[src/rtl/fetch_pc_ras_reg.sv]
// Fetch-stage predicted-PC register with a circular return-address stack.
// Redirects win over stall, stall over RAS-predicted ret, which wins over the default PC.
module fetch_pc_ras_reg #(
    parameter int unsigned          ADDR_W    = 64,
    parameter int unsigned          RAS_DEPTH = 8,
    parameter logic [ADDR_W-1:0]    RESET_PC  = '0
) (
    input  logic                           clk,
    input  logic                           rst,
    input  logic                           F_stall,
    input  logic                           f_valid,
    input  logic [3:0]                     f_icode,
    input  logic [ADDR_W-1:0]              f_valP,
    input  logic [ADDR_W-1:0]              f_predPC,
    input  logic                           M_redirect,
    input  logic [ADDR_W-1:0]              M_target,
    input  logic                           W_redirect,
    input  logic [ADDR_W-1:0]              W_target,
    output logic [ADDR_W-1:0]              F_predPC,
    output logic                           ras_hit,
    output logic                           ras_miss,
    output logic [$clog2(RAS_DEPTH):0]     ras_count,
    output logic                           ras_overflow
);

    localparam int unsigned PTR_W = $clog2(RAS_DEPTH);
    localparam int unsigned CNT_W = PTR_W + 1;

    logic [ADDR_W-1:0] ras_mem [RAS_DEPTH];
    logic [PTR_W-1:0]  top_q;
    logic [PTR_W-1:0]  top_inc;
    logic [PTR_W-1:0]  top_dec;
    logic              fetch_open;
    logic              is_call;
    logic              is_ret;
    logic              ras_empty;
    logic              ras_full;
    logic              push_en;

    assign top_inc    = top_q + PTR_W'(1);
    assign top_dec    = top_q - PTR_W'(1);
    assign fetch_open = !W_redirect && !M_redirect && !F_stall;
    assign is_call    = f_valid && (f_icode == 4'h8);
    assign is_ret     = f_valid && (f_icode == 4'h9);
    assign ras_empty  = (ras_count == '0);
    assign ras_full   = (ras_count == CNT_W'(RAS_DEPTH));
    assign push_en    = !rst && fetch_open && is_call;

    // Entries are never reset; ras_count alone decides which ones are live.
    always_ff @(posedge clk) begin
        if (push_en) begin
            ras_mem[top_inc] <= f_valP;
        end
    end

    always_ff @(posedge clk) begin
        if (rst) begin
            F_predPC     <= RESET_PC;
            ras_hit      <= 1'b0;
            ras_miss     <= 1'b0;
            ras_count    <= '0;
            ras_overflow <= 1'b0;
            top_q        <= '0;
        end else begin
            ras_hit  <= 1'b0;
            ras_miss <= 1'b0;
            if (W_redirect) begin
                F_predPC <= W_target;
            end else if (M_redirect) begin
                F_predPC <= M_target;
            end else if (F_stall) begin
                F_predPC <= F_predPC;
            end else if (is_ret && !ras_empty) begin
                F_predPC  <= ras_mem[top_q];
                top_q     <= top_dec;
                ras_count <= ras_count - CNT_W'(1);
                ras_hit   <= 1'b1;
            end else if (is_ret) begin
                F_predPC <= f_predPC;
                ras_miss <= 1'b1;
            end else if (is_call) begin
                F_predPC <= f_predPC;
                top_q    <= top_inc;
                // A full stack keeps its count; the push lands on the oldest entry.
                if (ras_full) begin
                    ras_overflow <= 1'b1;
                end else begin
                    ras_count <= ras_count + CNT_W'(1);
                end
            end else begin
                F_predPC <= f_predPC;
            end
        end
    end

endmodule

[config.mk]
export PLATFORM = sky130hd
export DESIGN_NAME = fetch_pc_ras_reg
export DESIGN_NICKNAME = d
export VERILOG_FILES = /design/src/rtl/fetch_pc_ras_reg.sv
export SDC_FILE = /design/constraint.sdc
export NUM_CORES = 1
export LEC_CHECK = 0
export CAP_MARGIN = 20
export CORE_AREA = 2 2 214 216
export DETAILED_ROUTE_END_ITERATION = 10
export DIE_AREA = 0 0 216 218
export GPL_ROUTABILITY_DRIVEN = 0
export PLACE_DENSITY = 0.78
export SLEW_MARGIN = 15
export SYNTH_ARGS = -nofsm -noshare
export SYNTH_HDL_FRONTEND = slang
export SYNTH_SLANG_ARGS = --single-unit
[constraint.sdc]
create_clock -name clk -period 13 [get_ports clk]
set_input_delay 1.3 -clock clk [delete_from_list [all_inputs] [get_ports clk]]
set_output_delay 1.3 -clock clk [all_outputs]
set_load 0.05 [all_outputs]
==> impl_metrics.csv, run 1 <==
group,metric,value,unit
global_route,grt.met1_usage,0.305,
yosys,post_synth_instance_area,23600,um^2
cells_and_area,post_route_cells_drive_above_1_share,0.188,
cells_and_area,fin_nets,1863,
run,maxCapViolations,0,
yosys,syn_inst,1262,
timing,finalCritPeriodShare,0.342,
global_route,grt_util_all_layers,0.226,
global_route,globalRouteMet2Util,0.381,
run_status,result_of_the_run,"finished clean",
worst_setup_path,critPathCaptureType,"flop",
worst_setup_path,worstSetupPathType,"primary input to flop",
timing,number_of_failing_hold_endpoints_at_the_final_stage,0,
route,length_of_the_first_detailed_routing_pass_in_iterations,5,
cells_and_area,area_growth_syn_to_layout,24.4,%
clock_tree,cts_hold_buffers,0,
timing,timing_max_transition_violations_final,0,
place,place_hpwl,30.4,mm
die,die_y,218,um
global_route,globalRouteMet3Util,0.0386,
global_route,grt_most_used_layer,"met2",
worst_setup_path,critical_path.startpoint_type,"primary input",
die,die-area,47100,um^2
place,number_of_buffer_cells_added_on_primary_ports,336,
yosys,synthFlopType,"sky130_fd_sc_hd__edfxtp_1",
route,viasPerCell,5.88,
worst_setup_path,slowest_stage,"sky130_fd_sc_hd__nor2_4",
clock_tree,cts.repair_timing.setup_buffer_count,0,
route,postRouteAntennaNets,0,
pwr,power.leakage,9.35,nW
timing,maxSlewHeadroom,0.246,
clock_tree,clkLatencyLatePin,0.59,ns
global_route,first_global_vias,13700,
route,post_drt_wl_per_cell,23.7,um
yosys,synth_edf_count,512,
timing,worst_slew_pin_slew,1.13,ns
yosys,ys_ff_latch,589,
worst_setup_path,crit_arrival,4.67,ns
cells_and_area,final_core_utilization,0.653,
min_path,hold_path_class,"flop to flop",
die,number_of_standard_cell_rows_in_the_floorplan,78,
pwr,power.ir.vdd_worst,119,uV
worst_setup_path,crit_path_cell_trace,"clkdlybuf4s50_1 > or4_1 > or3_4 > nor2_4 > buf_4",
timing,fmax,0.225,GHz
yosys,number_of_synthesis_warnings,0,
route,wl,53.0,mm
clock_tree,ctsLongestPathBuffers,3,
yosys,synth_cell_types,49,
timing,rsz_0062_raised_after_global_routing,"no",
die,io_pins,337,
clock_tree,cts_root_buf,"sky130_fd_sc_hd__clkbuf_16",
worst_setup_path,cp_slowest_stage_delay,0.86,ns
clock_tree,worst_setup_hold_path_clk_slew,0.06,ns
yosys,synth_async_sr_flop_share,0,
clock_tree,numCtsBuffers,55,
clock_tree,cts_num_sinks,589,
timing,final.min_clock_period,4.45,ns
global_route,grt_max_degree,85,
pwr,power.density_cell_area,133,nW/um^2
worst_setup_path,worst_ep_required_time,13.22,ns
global_route,initial_antenna_violation_count,3,
global_route,first_pass_grt_wire_length,80.4,mm
yosys,postSynthNetCount,1533,
route,number_of_vias_after_detailed_routing,13200,
route,drc,0,
clock_tree,clock_tree_from_tritoncts,"built",
yosys,ys_seq_area_frac,0.718,
timing,finalSetupTns,0,ns
die,floorplan.die.width,216,um
timing,final.setup_skew,0.0140,ns
clock_tree,post_cts.resized_instances,0,
timing,finalSetupViolations,0,
route,initialDrtViolationCount,1044,
die,fp.coreArea,44900,um^2
global_route,globalRoute.totalOverflow,0,
clock_tree,maximum_level_of_the_cts_h_tree,2,
worst_setup_path,crit_path_max_fanout,37,
die,start_util,0.525,
yosys,syn_area_per_cell,18.7,um^2
==> final timing paths <==
kind,startpoint,end,slack (ns),depth (start not counted)
setup reg to reg,flop,F_predPC[38]$_SDFFE_PP0P_,9.14,7
setup / recovery,rst,ras_mem[7][59]$_DFFE_PP_,8.55,5
hold / removal,F_predPC[25]$_SDFFE_PP0P_,F_predPC[25]$_SDFFE_PP0P_,0.45,2
hold reg to reg,F_predPC[25]$_SDFFE_PP0P_,F_predPC[25]$_SDFFE_PP0P_,0.45,2
==> area by class of cell <==
| class | instances | area, um^2 |
|---|---|---|
| antenna | 2 | 5.00 |
| clock buffer | 85 | 1570 |
| clock inverter | 17 | 169 |
| fill | 3034 | 15600 |
| inverter | 5 | 18.8 |
| multi-input combinational | 584 | 6300 |
| sequential | 589 | 16900 |
| tap | 600 | 751 |
| timing repair buffer | 357 | 3580 |
==> per-stage QoR <==
stage / hold WS (ns) / setup slack, ns / power (mW) / std cells / cell area (um^2)
after floorplan: 0.503 / 5.64 / 2.23 / 1262 / 23600
after global placement: 0.431 / 7.98 / 2.38 / 2131 / 27500
after detailed placement: 0.438 / 7.86 / 2.38 / 2131 / 27500
after CTS: 0.452 / 8.50 / 3.92 / 2233 / 29200
after global routing: 0.467 / 8.41 / 4.00 / 2238 / 29300
final: 0.450 / 8.55 / 3.89 / 2239 / 29300
==> routing by layer <==
layer,part of all wire,up-vias
met4,0.022,4
li1,-,5871
met5,0.00043,-
met1,0.42,6738
met2,0.50,468
met3,0.065,80
==> synth_stat cells (all sizes together) (5+ instances only) <==
master / n / area share
nor2b: 66 / 0.018
mux4: 128 / 0.12
a211oi: 65 / 0.021
buf: 35 / 0.0097
inv: 5 / 0.00080
nand2: 69 / 0.011
edfxtp: 512 / 0.65
o22ai: 63 / 0.017
o41ai: 65 / 0.044
nor3: 6 / 0.0017
dfxtp: 77 / 0.065
nor2: 77 / 0.012
clkbuf: 49 / 0.0081
==> cells in the final DEF (no fill, tap or decap), drive strengths merged, types with 4 or more instances in the layout <==
master | synthesis | routed
mux4 | 128 | 128
a21oi | 4 | 4
nor2 | 77 | 77
nor3 | 6 | 6
xnor2 | 4 | 4
clkinv | 0 | 11
clkbuf | 49 | 85
ha | 4 | 4
o22ai | 63 | 63
dfxtp | 77 | 77
clkdlybuf4s50 | 0 | 336
nand2 | 69 | 69
o41ai | 65 | 65
a211oi | 65 | 65
edfxtp | 512 | 512
buf | 35 | 21
nor2b | 66 | 66
inv | 5 | 7
==> power by group <==
part / leakage (nW) / switching, mW / total (mW) / internal, mW
clock network: 0.847 / 0.659 / 1.55 / 0.889
logic: 3.26 / 0.139 / 0.265 / 0.125
registers: 5.24 / 0.0100 / 2.08 / 2.07
total: 9.35 / 0.808 / 3.89 / 3.08
==> critical path: cells and delay by family <==
kind | cells | cell delay, ns
AND/OR/NAND/NOR | 3 | 1.98
buffers and inverters | 2 | 1.37
==> state kept, by name (all words and copies together) (netlist names), named ones only <==
name and count:
ras_miss 1, top_q 3, ras_mem 512, ras_overflow 1, ras_count 4, ras_hit 1, F_predPC 64
==> kinds of logic after synthesis <==
| family | count (synthesis) | share of synthesized area |
|---|---|---|
| adders and majority gates | 5 | 0.00297 |
| and+or+nand+nor | 232 | 0.0479 |
| DFF | 589 | 0.718 |
| AOI/OAI and AO/OA | 209 | 0.0865 |
| xor gates and xnor gates | 7 | 0.00260 |
| buffers and inverters | 89 | 0.0186 |
| muxes | 131 | 0.124 |
Power figures use the tool's default switching activity.
==> inputs of run 2 (changes only) <==
--- a/config.mk
+++ b/config.mk
@@ -6,11 +6,11 @@
 export NUM_CORES = 1
 export LEC_CHECK = 0
 export CAP_MARGIN = 20
-export CORE_AREA = 2 2 214 216
+export CORE_AREA = 2 2 223 225
 export DETAILED_ROUTE_END_ITERATION = 10
-export DIE_AREA = 0 0 216 218
+export DIE_AREA = 0 0 225 227
 export GPL_ROUTABILITY_DRIVEN = 0
-export PLACE_DENSITY = 0.78
+export PLACE_DENSITY = 0.75
 export SLEW_MARGIN = 15
 export SYNTH_ARGS = -nofsm -noshare
 export SYNTH_HDL_FRONTEND = slang
==> constraint.sdc (replaced) <==
create_clock -name clk -period 3.7 [get_ports clk]
set_input_delay 0.37 -clock clk [delete_from_list [all_inputs] [get_ports clk]]
set_output_delay 0.37 -clock clk [all_outputs]
set_load 0.05 [all_outputs]
==> run 2 against run 1 <==
Clock skew fell by 0.00062 ns. Setup slack got worse by 7.6 ns. Non-clock buffer count rose by 19. Sequential share of layout area fell by 1.1 points. Cell area rose by 1.9%. Cell count rose by 2.0%. Total power rose to 3.7 times the previous value. Highest routed layer unchanged. Combinational power rose to 3.6 times the previous value. Routed wire length rose by 5.7%. Utilization fell by 3.8 points. Sequential power rose to 3.5 times the previous value. Sequential cell count did not move.
==> impl_metrics.csv, run 2 (synthesis results as in run 1) <==
group,metric,value,unit
route,initialDrtViolationCount,833,
cells_and_area,most-common-layout-cells,"sky130_fd_sc_hd__edfxtp_1 (512), sky130_fd_sc_hd__clkdlybuf4s50_1 (336), sky130_fd_sc_hd__mux4_2 (128)",
clock_tree,cts_root_buf,"sky130_fd_sc_hd__clkbuf_16",
place,place_inst,2176,
place,place_hpwl,35.4,mm
route,viasPerCell,5.81,
worst_setup_path,worstSetupPathType,"primary input to flop",
cells_and_area,finalInstanceArea,29900,um^2
pwr,post-layout-total-power,14.2,mW
clock_tree,cts_num_sinks,589,
global_route,initial_antenna_violation_count,8,
cells_and_area,layout.cells.most_common,"sky130_fd_sc_hd__edfxtp_1",
global_route,first_global_vias,13900,
worst_setup_path,slowest_stage,"sky130_fd_sc_hd__nor3_4",
worst_setup_path,crit_path_max_fanout,21,
timing,finalSetupTns,0,ns
worst_setup_path,critical_path.startpoint_type,"primary input",
route,post_drt_wl_per_cell,24.5,um
worst_setup_path,crit_path_cell_trace,"clkdlybuf4s50_1 > or2_1 > or4_1 > or3_4 > nor3_4 > buf_12",
worst_setup_path,timing.critical_path.from,"W_redirect",
worst_setup_path,critPathCaptureType,"flop",
route,wl,56.0,mm
die,die_y,227,um
run_status,result_of_the_run,"finished clean",
route,drc,0,
timing,worst_slew_pin_slew,0.656,ns
timing,hold-worst-slack,0.409,ns
timing,finalSetupViolations,0,
clock_tree,clkLatencyLatePin,0.59,ns
cells_and_area,reg.largest.list,"ras_mem x512, F_predPC x64, ras_count x4",
min_path,startpoint_of_the_worst_hold_path,"f_predPC[20]",
timing,maxSlewHeadroom,0.562,
clock_tree,maximum_level_of_the_cts_h_tree,2,
place,placed_cell_area,27900,um^2
worst_setup_path,worst_ep_required_time,3.99,ns
place,number_of_buffer_cells_added_on_primary_ports,336,
global_route,globalRoute.totalOverflow,0,
cells_and_area,largest_register_ff_count,512,
clock_tree,cts_hold_buffers,0,
clock_tree,clock_tree_from_tritoncts,"built",
timing,fmax,0.367,GHz
clock_tree,ctsLongestPathBuffers,3,
worst_setup_path,wp_buf_inv,2,
die,number_of_standard_cell_rows_in_the_floorplan,81,
die,fp.coreArea,48500,um^2
worst_setup_path,crit_arrival,3.02,ns
die,io_pins,337,
pwr,power.leakage,9.56,nW
run,maxCapViolations,0,
cells_and_area,registers.top_by_ff_count,"ras_mem",
clock_tree,cts.repair_timing.setup_buffer_count,0,
min_path,hold_path_class,"primary input to flop",
pwr,power.density_cell_area,477,nW/um^2
min_path,hold_path_depth,3,
global_route,first_pass_grt_wire_length,83.9,mm
die,floorplan.die.width,225,um
clock_tree,numCtsBuffers,57,
timing,rsz_0062_raised_after_global_routing,"no",
cells_and_area,fin_nets,1884,
timing,timing_max_transition_violations_final,0,
timing,final.setup_skew,0.0133,ns
pwr,power.ir.vdd_worst,389,uV
route,number_of_vias_after_detailed_routing,13300,
route,postRouteAntennaNets,0,
route,length_of_the_first_detailed_routing_pass_in_iterations,7,
die,die-area,51100,um^2
clock_tree,post_cts.resized_instances,0,
timing,finalCritPeriodShare,0.737,
worst_setup_path,worst_r2r_path_depth,5,
timing,number_of_failing_hold_endpoints_at_the_final_stage,0,
worst_setup_path,cp_slowest_stage_delay,0.54,ns
timing,final.min_clock_period,2.73,ns
global_route,grt_max_degree,77,
clock_tree,worst_setup_hold_path_clk_slew,0.06,ns
global_route,grt_util_all_layers,0.219,
cells_and_area,final_cells,2283,
cells_and_area,area_growth_syn_to_layout,26.7,%
die,start_util,0.486,
worst_setup_path,critical_path_depth,6,
cells_and_area,post_route_cells_drive_above_1_share,0.202,
worst_setup_path,kind_of_cell_with_the_highest_combined_delay_on_the_critical_path,"simple AND/OR/NAND/NOR gates",
## run 2: cell count changes in the layout (fill, tap and decap cells not counted), sizes merged
cell and delta:
clkinvlp +4, bufinv +8, clkinv +8, diode +2, clkbuf -17, inv -2
buf +19
## run 2: power by group
group          internal (mW)  switching, mW  leakage [nW]
combinational          0.445          0.500          3.39
sequential              7.27         0.0364          5.24
clock                   3.59           2.40         0.930
total                   11.3           2.94          9.56
## run 2: cell type report
type	instances	area (um^2)
well taps	622	778
repair buffers	376	3890
diodes	4	10.0
fillers	3393	18700
clock buffers	68	1470
flip-flops and latches	589	16900
inverters	5	18.8
clock inverters	35	468
multi-input cells	584	6310
## run 2: worst reg2reg max path: cells and delay by family, from the launching register on
kind	cells	cell delay, ns
buffers and inverters	1	0.39
and+or+nand+nor	1	0.15
DFF	1	0.63
muxes	1	0.60
AOI/OAI and AO/OA	2	0.72
## run 2: path summary, 6_finish.rpt
check | to | slack, ns
worst min-delay path | F_predPC[20]$_SDFFE_PP0P_ | 0.41
worst max-delay path | ras_mem[1][35]$_DFFE_PP_ | 0.97
worst max register to register | F_predPC[21]$_SDFFE_PP0P_ | 1.10
worst min register to register | F_predPC[19]$_SDFFE_PP0P_ | 0.46
## run 2: metal layers
metal / GRT usage / vias up / routed length, um / part of all wire
li1: - / 5901 / - / -
met1: 0.286 / 6818 / 22800 / 0.41
met2: 0.379 / 447 / 28600 / 0.51
met3: 0.0417 / 87 / 3370 / 0.060
met4: 0.0622 / 8 / 1220 / 0.022
met5: 0 / - / 57 / 0.0010
## run 2: stage by stage
step,utilization,setup WS [ns]
final,0.615,0.973
after global placement,0.575,0.525
after CTS,0.615,0.989
after detailed placement,0.575,0.393
after floorplan,-,-0.813
after global routing,0.615,0.921
==> inputs of run 3 (changes only) <==
--- a/config.mk
+++ b/config.mk
@@ -6,11 +6,11 @@
 export NUM_CORES = 1
 export LEC_CHECK = 0
 export CAP_MARGIN = 20
-export CORE_AREA = 2 2 223 225
+export CORE_AREA = 2 2 214 216
 export DETAILED_ROUTE_END_ITERATION = 10
-export DIE_AREA = 0 0 225 227
+export DIE_AREA = 0 0 216 218
 export GPL_ROUTABILITY_DRIVEN = 0
-export PLACE_DENSITY = 0.75
+export PLACE_DENSITY = 0.78
 export SLEW_MARGIN = 15
 export SYNTH_ARGS = -nofsm -noshare
 export SYNTH_HDL_FRONTEND = slang
==> constraint.sdc (replaced) <==
create_clock -name clk -period 2.6 [get_ports clk]
set_input_delay 0.26 -clock clk [delete_from_list [all_inputs] [get_ports clk]]
set_output_delay 0.26 -clock clk [all_outputs]
set_load 0.05 [all_outputs]
==> run 3 against run 2 <==
Utilization grew 6.5 points. Via count grew 4.1%. Clock power grew 40%. Highest routed layer is now met4. Sequential power grew 42%. Cell count grew 1.4%. Total power grew 42%. Register-to-register slack lost 0.80 ns. Die area shrank 7.8%. Cell area grew 2.3%. Clock skew grew 0.0078 ns. Clock-buffer cell count shrank 1.
==> impl_metrics.csv, run 3 (synthesis results as in run 1) <==
group,metric,value,unit
run_status,result_of_the_run,"finished clean",
worst_setup_path,worst_ep_required_time,2.34,ns
timing,timing_max_transition_violations_final,0,
global_route,grt_max_degree,58,
global_route,globalRoute.totalOverflow,0,
worst_setup_path,crit_path_max_fanout,9,
timing,finalCritPeriodShare,0.889,
timing,final.setup_skew,0.0211,ns
clock_tree,post_cts.resized_instances,0,
route,wl,57.2,mm
clock_tree,clock_tree_from_tritoncts,"built",
die,start_util,0.525,
timing,maxSlewHeadroom,0.561,
global_route,first_pass_grt_wire_length,86.2,mm
pwr,power.leakage,9.94,nW
worst_setup_path,reg2reg_slack,0.30,ns
clock_tree,numCtsBuffers,55,
die,die_y,218,um
clock_tree,worst_setup_hold_path_clk_slew,0.07,ns
clock_tree,maximum_level_of_the_cts_h_tree,2,
place,number_of_buffer_cells_added_on_primary_ports,336,
run,maxCapViolations,0,
cells_and_area,largest_register_ff_count,512,
cells_and_area,most-common-layout-cells,"sky130_fd_sc_hd__edfxtp_1 (512), sky130_fd_sc_hd__clkdlybuf4s50_1 (336), sky130_fd_sc_hd__mux4_2 (128)",
cells_and_area,registers.top_by_ff_count,"ras_mem",
worst_setup_path,crit_arrival,2.05,ns
cells_and_area,fin_nets,1940,
die,floorplan.die.width,216,um
cells_and_area,antennaDiodeCount,0,
route,postRouteAntennaNets,0,
cells_and_area,final_core_utilization,0.681,
place,place_inst,2212,
timing,worst_slew_pin_slew,0.656,ns
die,io_pins,337,
route,viasPerCell,5.96,
timing,finalSetupViolations,0,
worst_setup_path,slowest_stage,"sky130_fd_sc_hd__clkdlybuf4s50_1",
cells_and_area,final_cells,2315,
timing,fmax,0.433,GHz
cells_and_area,layout.cells.most_common,"sky130_fd_sc_hd__edfxtp_1",
pwr,power.ir.vdd_worst,669,uV
worst_setup_path,critical_path.startpoint_type,"flop",
die,number_of_standard_cell_rows_in_the_floorplan,78,
worst_setup_path,cp_slowest_stage_delay,0.89,ns
global_route,initial_antenna_violation_count,0,
pwr,post-layout-total-power,20.2,mW
timing,number_of_failing_hold_endpoints_at_the_final_stage,0,
route,initialDrtViolationCount,1289,
timing,final.min_clock_period,2.31,ns
cells_and_area,post_route_cells_drive_above_1_share,0.229,
route,drc,0,
worst_setup_path,crit_path_cell_trace,"clkdlybuf4s50_1",
route,number_of_vias_after_detailed_routing,13800,
pwr,power.density_cell_area,660,nW/um^2
worst_setup_path,critPathCaptureType,"output port",
route,length_of_the_first_detailed_routing_pass_in_iterations,7,
die,fp.coreArea,44900,um^2
clock_tree,cts.repair_timing.setup_buffer_count,0,
worst_setup_path,worstSetupPathType,"flop to output port",
timing,rsz_0062_raised_after_global_routing,"no",
die,die-area,47100,um^2
worst_setup_path,kind_of_cell_with_the_highest_combined_delay_on_the_critical_path,"buffers and inverters",
worst_setup_path,wp_buf_inv,1,
min_path,startpoint_of_the_worst_hold_path,"M_target[18]",
route,post_drt_wl_per_cell,24.7,um
clock_tree,cts_num_sinks,589,
min_path,hold_path_class,"primary input to flop",
place,place_hpwl,37.6,mm
cells_and_area,reg.largest.list,"ras_mem x512, F_predPC x64, ras_count x4",
worst_setup_path,timing.critical_path.from,"ras_count[0]$_SDFFE_PP0P_",
clock_tree,cts_hold_buffers,0,
global_route,grt_util_all_layers,0.243,
clock_tree,cts_root_buf,"sky130_fd_sc_hd__clkbuf_16",
cells_and_area,area_growth_syn_to_layout,29.6,%
clock_tree,clkLatencyLatePin,0.61,ns
global_route,first_global_vias,14600,
clock_tree,ctsLongestPathBuffers,3,
==> run 3: final timing paths <==
| check | to | depth (start not counted) |
|---|---|---|
| max reg2reg | F_predPC[1]$_SDFFE_PP0P_ | 6 |
| min | F_predPC[18]$_SDFFE_PP0P_ | 3 |
| min reg2reg | F_predPC[1]$_SDFFE_PP0P_ | 2 |
| max | ras_count[0] | 1 |
==> run 3: power breakdown <==
part | switching, mW | internal [mW]
registers | 0.0472 | 10.3
logic | 0.728 | 0.649
clock network | 3.45 | 4.95
==> run 3: through the flow <==
stage	setup TNS, ns	instance area (um^2)	worst slack (ns)	hold WS, ns
3_5_place_dp	-46.29	28700	-0.187	0.438
3_3_place_gp	-43.20	28700	-0.186	0.429
5_1_grt	0	30600	0.149	0.284
2_1_floorplan	-254.18	23600	-0.833	0.337
4_1_cts	0	30600	0.245	0.251
6_report	0	30600	0.289	0.282
==> run 3: layout make-up <==
cell class,count,area [um^2]
Clock buffer,67,1440
Tap cell,600,751
Sequential cell,589,16900
Clock inverter,36,459
Multi-Input combinational cell,584,6320
Inverter,5,18.8
Timing Repair Buffer,434,4640
Fill cell,2890,14300
==> run 3: per-layer routing <==
layer / up-vias / GRT usage / part of all wire / wire [um]
li1: 6017 / - / - / -
met1: 7121 / 0.315 / 0.40 / 22800
met2: 558 / 0.424 / 0.52 / 29600
met3: 105 / 0.0427 / 0.059 / 3410
met4: 0 / 0.0685 / 0.024 / 1390
met5: - / 0 / 0 / 0
